===== config.mk =====
export PLATFORM = sky130hd
export DESIGN_NAME = nibble_serial_adder
export DESIGN_NICKNAME = d
export VERILOG_FILES = /design/src/rtl/nibble_serial_adder.sv
export SDC_FILE = /design/constraint.sdc
export NUM_CORES = 1
export LEC_CHECK = 0
export CORE_MARGIN = 2
export CORE_UTILIZATION = 35
export DETAILED_ROUTE_END_ITERATION = 8
export PLACE_DENSITY = 0.62
export SETUP_SLACK_MARGIN = 0.05
export SYNTH_ARGS = -nofsm -noshare
export SYNTH_HDL_FRONTEND = slang
export SYNTH_SLANG_ARGS = --single-unit

===== constraint.sdc =====
create_clock -name clk_i -period 4.16 [get_ports clk_i]
set_input_delay 0.624 -clock clk_i [delete_from_list [all_inputs] [get_ports clk_i]]
set_output_delay 0.624 -clock clk_i [all_outputs]
set_load 0.02 [all_outputs]

===== src/rtl/nibble_serial_adder.sv =====
// Multi-cycle WIDTH-bit adder: one 4-bit ripple-carry step per clock, LSB nibble first,
// with valid/ready handshakes on the operand and result sides.
module nibble_serial_adder #(
  parameter int WIDTH = 32
) (
  input  logic             clk_i,
  input  logic             rst_i,
  input  logic             valid_i,
  output logic             ready_o,
  input  logic [WIDTH-1:0] a_i,
  input  logic [WIDTH-1:0] b_i,
  input  logic             carry_i,
  output logic             valid_o,
  input  logic             ready_i,
  output logic [WIDTH-1:0] sum_o,
  output logic             carry_o
);
  localparam int N  = WIDTH / 4;
  localparam int CW = $clog2(N) + 1;
  localparam logic [CW-1:0] LAST = CW'(N - 1);

  generate
    if ((WIDTH % 4) != 0 || WIDTH < 4) begin : g_bad_width
      $error("nibble_serial_adder: WIDTH must be a multiple of 4 and >= 4");
    end
  endgenerate

  typedef enum logic [1:0] {IDLE, CALC, DONE} state_t;

  state_t           state_q, state_d;
  logic [CW-1:0]    cnt_q, cnt_d;
  logic [WIDTH-1:0] a_q, a_d, b_q, b_d, ws_q, ws_d, sum_q, sum_d;
  logic             c_q, c_d, cout_q, cout_d;

  // Nibble slice: low nibbles of the working operands plus the running carry.
  logic [4:0] nib;
  assign nib = {1'b0, a_q[3:0]} + {1'b0, b_q[3:0]} + {4'b0, c_q};

  always_comb begin
    state_d = state_q;
    cnt_d   = cnt_q;
    a_d     = a_q;
    b_d     = b_q;
    ws_d    = ws_q;
    c_d     = c_q;
    sum_d   = sum_q;
    cout_d  = cout_q;
    unique case (state_q)
      IDLE: begin
        if (valid_i) begin
          a_d     = a_i;
          b_d     = b_i;
          c_d     = carry_i;
          ws_d    = '0;
          cnt_d   = '0;
          state_d = CALC;
        end
      end
      CALC: begin
        // Sum nibbles enter at the top so nibble 0 ends up at the bottom after N steps.
        ws_d  = WIDTH'({nib[3:0], ws_q} >> 4);
        a_d   = a_q >> 4;
        b_d   = b_q >> 4;
        c_d   = nib[4];
        cnt_d = cnt_q + CW'(1);
        if (cnt_q == LAST) begin
          sum_d   = ws_d;
          cout_d  = nib[4];
          state_d = DONE;
        end
      end
      DONE: begin
        if (ready_i) state_d = IDLE;
      end
      default: state_d = IDLE;
    endcase
  end

  always_ff @(posedge clk_i or posedge rst_i) begin
    if (rst_i) begin
      state_q <= IDLE;
      cnt_q   <= '0;
      a_q     <= '0;
      b_q     <= '0;
      ws_q    <= '0;
      c_q     <= 1'b0;
      sum_q   <= '0;
      cout_q  <= 1'b0;
    end else begin
      state_q <= state_d;
      cnt_q   <= cnt_d;
      a_q     <= a_d;
      b_q     <= b_d;
      ws_q    <= ws_d;
      c_q     <= c_d;
      sum_q   <= sum_d;
      cout_q  <= cout_d;
    end
  end

  assign ready_o = (state_q == IDLE);
  assign valid_o = (state_q == DONE);
  assign sum_o   = sum_q;
  assign carry_o = cout_q;
endmodule


# Word-level counts from Yosys, hierarchy flattened

Index checks and enable logic that the tools add are counted.

Register bits: 136
Input port bits: 69
Logic and storage cells: 36

$add $sub $neg: 3
Eq/ne operators: 6
Muxes and demuxes: 14
Reduce and logical (&&, ||, !) cells: 5

Operator list:

| operator                                                                | number |
|---|---|
| 32-bit one-hot mux with 2 select lines                                  | 3 |
| 32-bit 2-to-1 mux                                                       | 3 |
| 4-bit one-hot mux with 2 select lines                                   | 1 |
| 2-bit 2-to-1 mux                                                        | 3 |
| 2-bit one-hot mux with 3 select lines                                   | 1 |
| 4-bit by 4-bit adder with 5-bit output                                  | 1 |
| 5-bit by 1-bit adder with 5-bit output                                  | 1 |
| 4-bit by 1-bit adder with 4-bit output, second input constant           | 1 |
| 4-bit by 3-bit == test with 1-bit output, second input constant         | 1 |
| 4-bit 2-to-1 mux                                                        | 1 |
| 2-bit inequality test, second input constant                            | 2 |
| 2-bit AND reduction                                                     | 2 |
| 3-bit AND reduction                                                     | 1 |
| 2-bit by 1-bit == test with 1-bit output, second input constant         | 1 |
| 2-bit == test, second input constant                                    | 1 |
| 2-bit logical NOT                                                       | 1 |
| 2-bit by 1-bit inequality test with 1-bit output, second input constant | 1 |
| 1-bit one-hot mux with 2 select lines                                   | 1 |
| 2-bit nonzero test                                                      | 1 |
| 1-bit 2-to-1 mux                                                        | 1 |

# Logic depth before layout (Yosys ltp)

Depth in word-level cells: 3
Mapped depth: 5
Depth with buffers taken out: 5

# Least setup slack after synthesis

Ideal clock, no wire load.

Path kind: register -> register
Start point: register a_q[0]
End point: register c_q
Setup time: 126 ps
Arrival: 1,864 ps
Required time: 4,034 ps
Path slack: 2,170 ps
Cell stages (with the launch flop): 6
Buffers on the path: 0
Period minus slack after synthesis: 1,990 ps
Cell sequence: dfrtp_1 fa_1 fa_1 a21o_1 a21o_1 a221o_1

Cells in the longest elaborated chain, start to end: 3

RTL lines:

| element                                | RTL line | text |
|---|---|---|
| start: declaration                     | 32       | `logic [WIDTH-1:0] a_q, a_d, b_q, b_d, ws_q, ws_d, sum_q, sum_d;` |
| start signal: assignment               | 83       | `a_q <= '0;` |
| start signal: assignment               | 92       | `a_q <= a_d;` |
| 4-bit by 4-bit adder with 5-bit output | 37       | `assign nib = {1'b0, a_q[3:0]} + {1'b0, b_q[3:0]} + {4'b0, c_q};` |
| 5-bit by 1-bit adder with 5-bit output | 37       |  |
| 1-bit one-hot mux with 2 select lines  | 48       | `unique case (state_q)` |
| end signal: assignment                 | 86       | `c_q <= 1'b0;` |
| end signal: assignment                 | 95       | `c_q <= c_d;` |
| end: declaration                       | 33       | `logic c_q, c_d, cout_q, cout_d;` |

No other way between the ends.
A chain may end at the register's enable or synchronous reset.

# Worst setup path after layout

Start point: register state_q[1]
End point: output port valid_o

Cells in the longest elaborated chain, start to end: 1

RTL lines:

| element                  | RTL line | text |
|---|---|---|
| start: declaration       | 30       | `state_t state_q, state_d;` |
| start signal: assignment | 90       | `state_q <= state_d;` |
| 2-bit == test            | 102      | `assign valid_o = (state_q == DONE);` |
| end: declaration         | 13       | `output logic valid_o,` |

No other way between the ends.

==> flow_metrics.env <==
export IMPL_detail_route_first_pass_iterations=5
export IMPL_drc=0
export IMPL_netlist_cell_type_count=36
export IMPL_htree_levels=4
export IMPL_syn_avg_cell_area_sq_um=12.0
export IMPL_die_w_um=133
export IMPL_r2r_slack_ps=1730
export IMPL_grt_pass1_wl_um=21800
export IMPL_clockRootBuffer="clkbuf_16"
export IMPL_synth_seq_area_share_pct=56.8
export IMPL_path_clk_slew_ps=60
export IMPL_yosys_mux_area_fraction_pct=11.3
export IMPL_vias_per_cell=5.11
export IMPL_ir_worst_vdd_uv=368
export IMPL_hold_buffers=0
export IMPL_finalWirelength_um=12900
export IMPL_syn_cell_area_sq_um=5820
export IMPL_ff2ff_path_depth=4
export IMPL_utilization_pct=46.8
export IMPL_synth_top_area_share_pct=56.8
export IMPL_p_total_mw=5.77
export IMPL_finalHoldViolCount=0
export IMPL_synth_ff_latch_count=132
export IMPL_wl_met3_um=745
export IMPL_synth_fa_ha_area_share_pct=1.55
export IMPL_dp_hpwl_um=8390
export IMPL_crit_fanout=21
export IMPL_dr_total_vias=4147
export IMPL_ioPinCount=104
export IMPL_wl_met1_um=5920
export IMPL_synth_top_family_by_area="compound AO/OA/AOI/OAI gates"
export IMPL_synth_area_top_cells="dfrtp_1 (57%), a22o_1 (5.4%), o21ai_0 (5.2%), mux2_4 (4.6%), a22oi_1 (4.4%)"
export IMPL_grt_start_max_net_pins=84
export IMPL_critical_path_required_ps=3540
export IMPL_tightestPinTransition_ps=861
export IMPL_period_needed_ps=2720
export IMPL_insertion_delay_ps=420
export IMPL_chipHeight_um=133
export IMPL_cp_arrival_ps=2090
export IMPL_slew_viol_final=0
export IMPL_antenna_found_initial=0
export IMPL_ant_nets=0
export IMPL_wl_per_cell_um=15.9
export IMPL_io_buffer_count=103
export IMPL_cts_sinks=132
export IMPL_layout_drive_gt1_share_pct=13.4
export IMPL_status="finished, final reports clean"
export IMPL_initialDrtViolationCount=337
export IMPL_synth_edf_count=0
export IMPL_area_growth_pct=32.0
export IMPL_overflow=0
export IMPL_yosysWarnings=0
export IMPL_hold_class="flip-flop to flip-flop"
export IMPL_dr_max_layer_used="met4"
export IMPL_synth_nets=560
export IMPL_setup_tns_ps=0
export IMPL_dieArea_sq_um=17700
export IMPL_antenna_cells=0
export IMPL_grt_use_total_pct=15.7
export IMPL_max_slew_margin_rel_pct=42.6
export IMPL_synth_compound_area_share_pct=19.3
export IMPL_max_cap_viol_count=0
export IMPL_leakage_nw=3.36
export IMPL_post_cts_buffers=0
export IMPL_grt_pass1_vias=4235
export IMPL_wl_met2_um=6000
export IMPL_period_share_pct=65.3
export IMPL_synth_top_area_cell="dfrtp_1"
export IMPL_core_area_sq_um=16400
export IMPL_synth_cells=485
export IMPL_synthSimpleGateAreaFrac_pct=7.38
export IMPL_cts_tree="yes"
export IMPL_p_per_area_nw_per_um2=751
export IMPL_async_flop_share_pct=100
export IMPL_holdPathStages=2
export IMPL_rsz0062_at_grt="false"
export IMPL_rows=47
export IMPL_gp_congestion=0.779
export IMPL_layout_nets=653
export IMPL_cp_end_kind="primary output"
export IMPL_setup_viol=0
export IMPL_max_freq_ghz=0.368
export IMPL_critical_path_class="flip-flop to primary output"
export IMPL_finClkSkew_ps=9.16
export IMPL_clock_path_buffers=2
export IMPL_start_kind="flip-flop"
export IMPL_fill_cells=1461
export IMPL_ctsResizeCount=0
export IMPL_synth_main_ff_cell="dfrtp_1"
export IMPL_synthXorXnorAreaFrac_pct=0.151
export IMPL_initial_core_util_pct=35.5
export IMPL_cts_buffers_inserted=17
-- worst paths after layout --
kind / startpoint / to
min: a_q[27] / a_q[27]
max reg2reg: state_q[1] / a_q[17]
max: state_q[1] / valid_o
min reg2reg: a_q[27] / a_q[27]
min in group asynchronous: rst_i / sum_o[1]
max in group asynchronous: rst_i / sum_o[20]
-- power by group --
part	switching, mW	internal [mW]
clock network	0.577	1.09
registers	0.396	1.82
logic	0.920	0.970
-- routing by layer --
layer / track usage [%] / up-vias
met5: 0 / -
met4: 5.97 / 0
met3: 5.10 / 18
met2: 23.3 / 147
met1: 21.4 / 2024
li1: - / 1958
-- cells in the final DEF (no fill, tap or decap), drive strengths merged --
master | Yosys | layout
clkinvlp | 0 | 5
o22ai | 1 | 1
a21oi | 36 | 36
o21bai | 1 | 1
xor2 | 1 | 1
buf | 24 | 8
clkdlybuf4s50 | 0 | 103
clkbuf | 13 | 18
ha | 4 | 4
dfrtp | 132 | 132
o21ai | 62 | 62
a21boi | 1 | 1
a22oi | 34 | 34
o31ai | 2 | 2
nand2b | 4 | 4
and3b | 2 | 2
bufinv | 0 | 5
inv | 2 | 4
clkinv | 0 | 2
mux2 | 32 | 32
nor3b | 1 | 1
nand4 | 1 | 1
and2b | 1 | 1
nor2b | 35 | 35
mux2i | 23 | 23
nand3b | 2 | 2
a22o | 36 | 36
nor2 | 3 | 3
fa | 2 | 2
a221o | 1 | 1
nand3 | 1 | 1
nand2 | 26 | 26
a21o | 2 | 2
-- sequential cells by signal, summed over array words and instances, names as in the netlist --
register and count:
a_q 32, b_q 32, c_q 1, carry_o 1, cnt_q 4, state_q 2, sum_o 32, ws_q 28
-- Yosys cell counts (4+ instances only) --
| master | n |
|---|---|
| dfrtp_1 | 132 |
| o21ai_0 | 61 |
| a21oi_1 | 36 |
| a22o_1 | 36 |
| nor2b_1 | 35 |
| a22oi_1 | 34 |
| nand2_1 | 25 |
| mux2i_1 | 23 |
| mux2_4 | 18 |
| buf_2 | 17 |
| mux2_2 | 14 |
| clkbuf_1 | 13 |
| buf_6 | 4 |
| ha_1 | 4 |
| nand2b_1 | 4 |
-- through the flow --
stage	setup slack, ps	instance area (sq um)	cells	hold WS (ps)
after detailed placement	1650	7020	779	470
after floorplan	1900	5820	485	444
final	1440	7680	811	479
after CTS	1420	7680	811	483
after global routing	1340	7680	811	505
after global placement	1680	7020	779	461
-- critical path: stages, from the launching register on --
cell and delay (ps):
dfrtp_1 810, nand2b_1 150, inv_1 120, clkdlybuf4s50_1 600
-- cells by family after synthesis --
group,count (synthesis)
simple gates,76
compound gates,176
fa+ha+maj,6
mux,55
buf+inv,39
flops,132
xor+xnor,1
-- final cells by class --
type                            instances  area (sq um)  area share (%)
Sequential cell                       132          3300            43.0
Inverter                                2          11.3           0.147
Clock inverter                         14           224            2.92
Multi-Input combinational cell        314          2320            30.3
Timing Repair Buffer                  111          1100            14.4
Tap cell                              220           275            3.58
Clock buffer                           18           439            5.72
(Power assumes the default switching activity.)
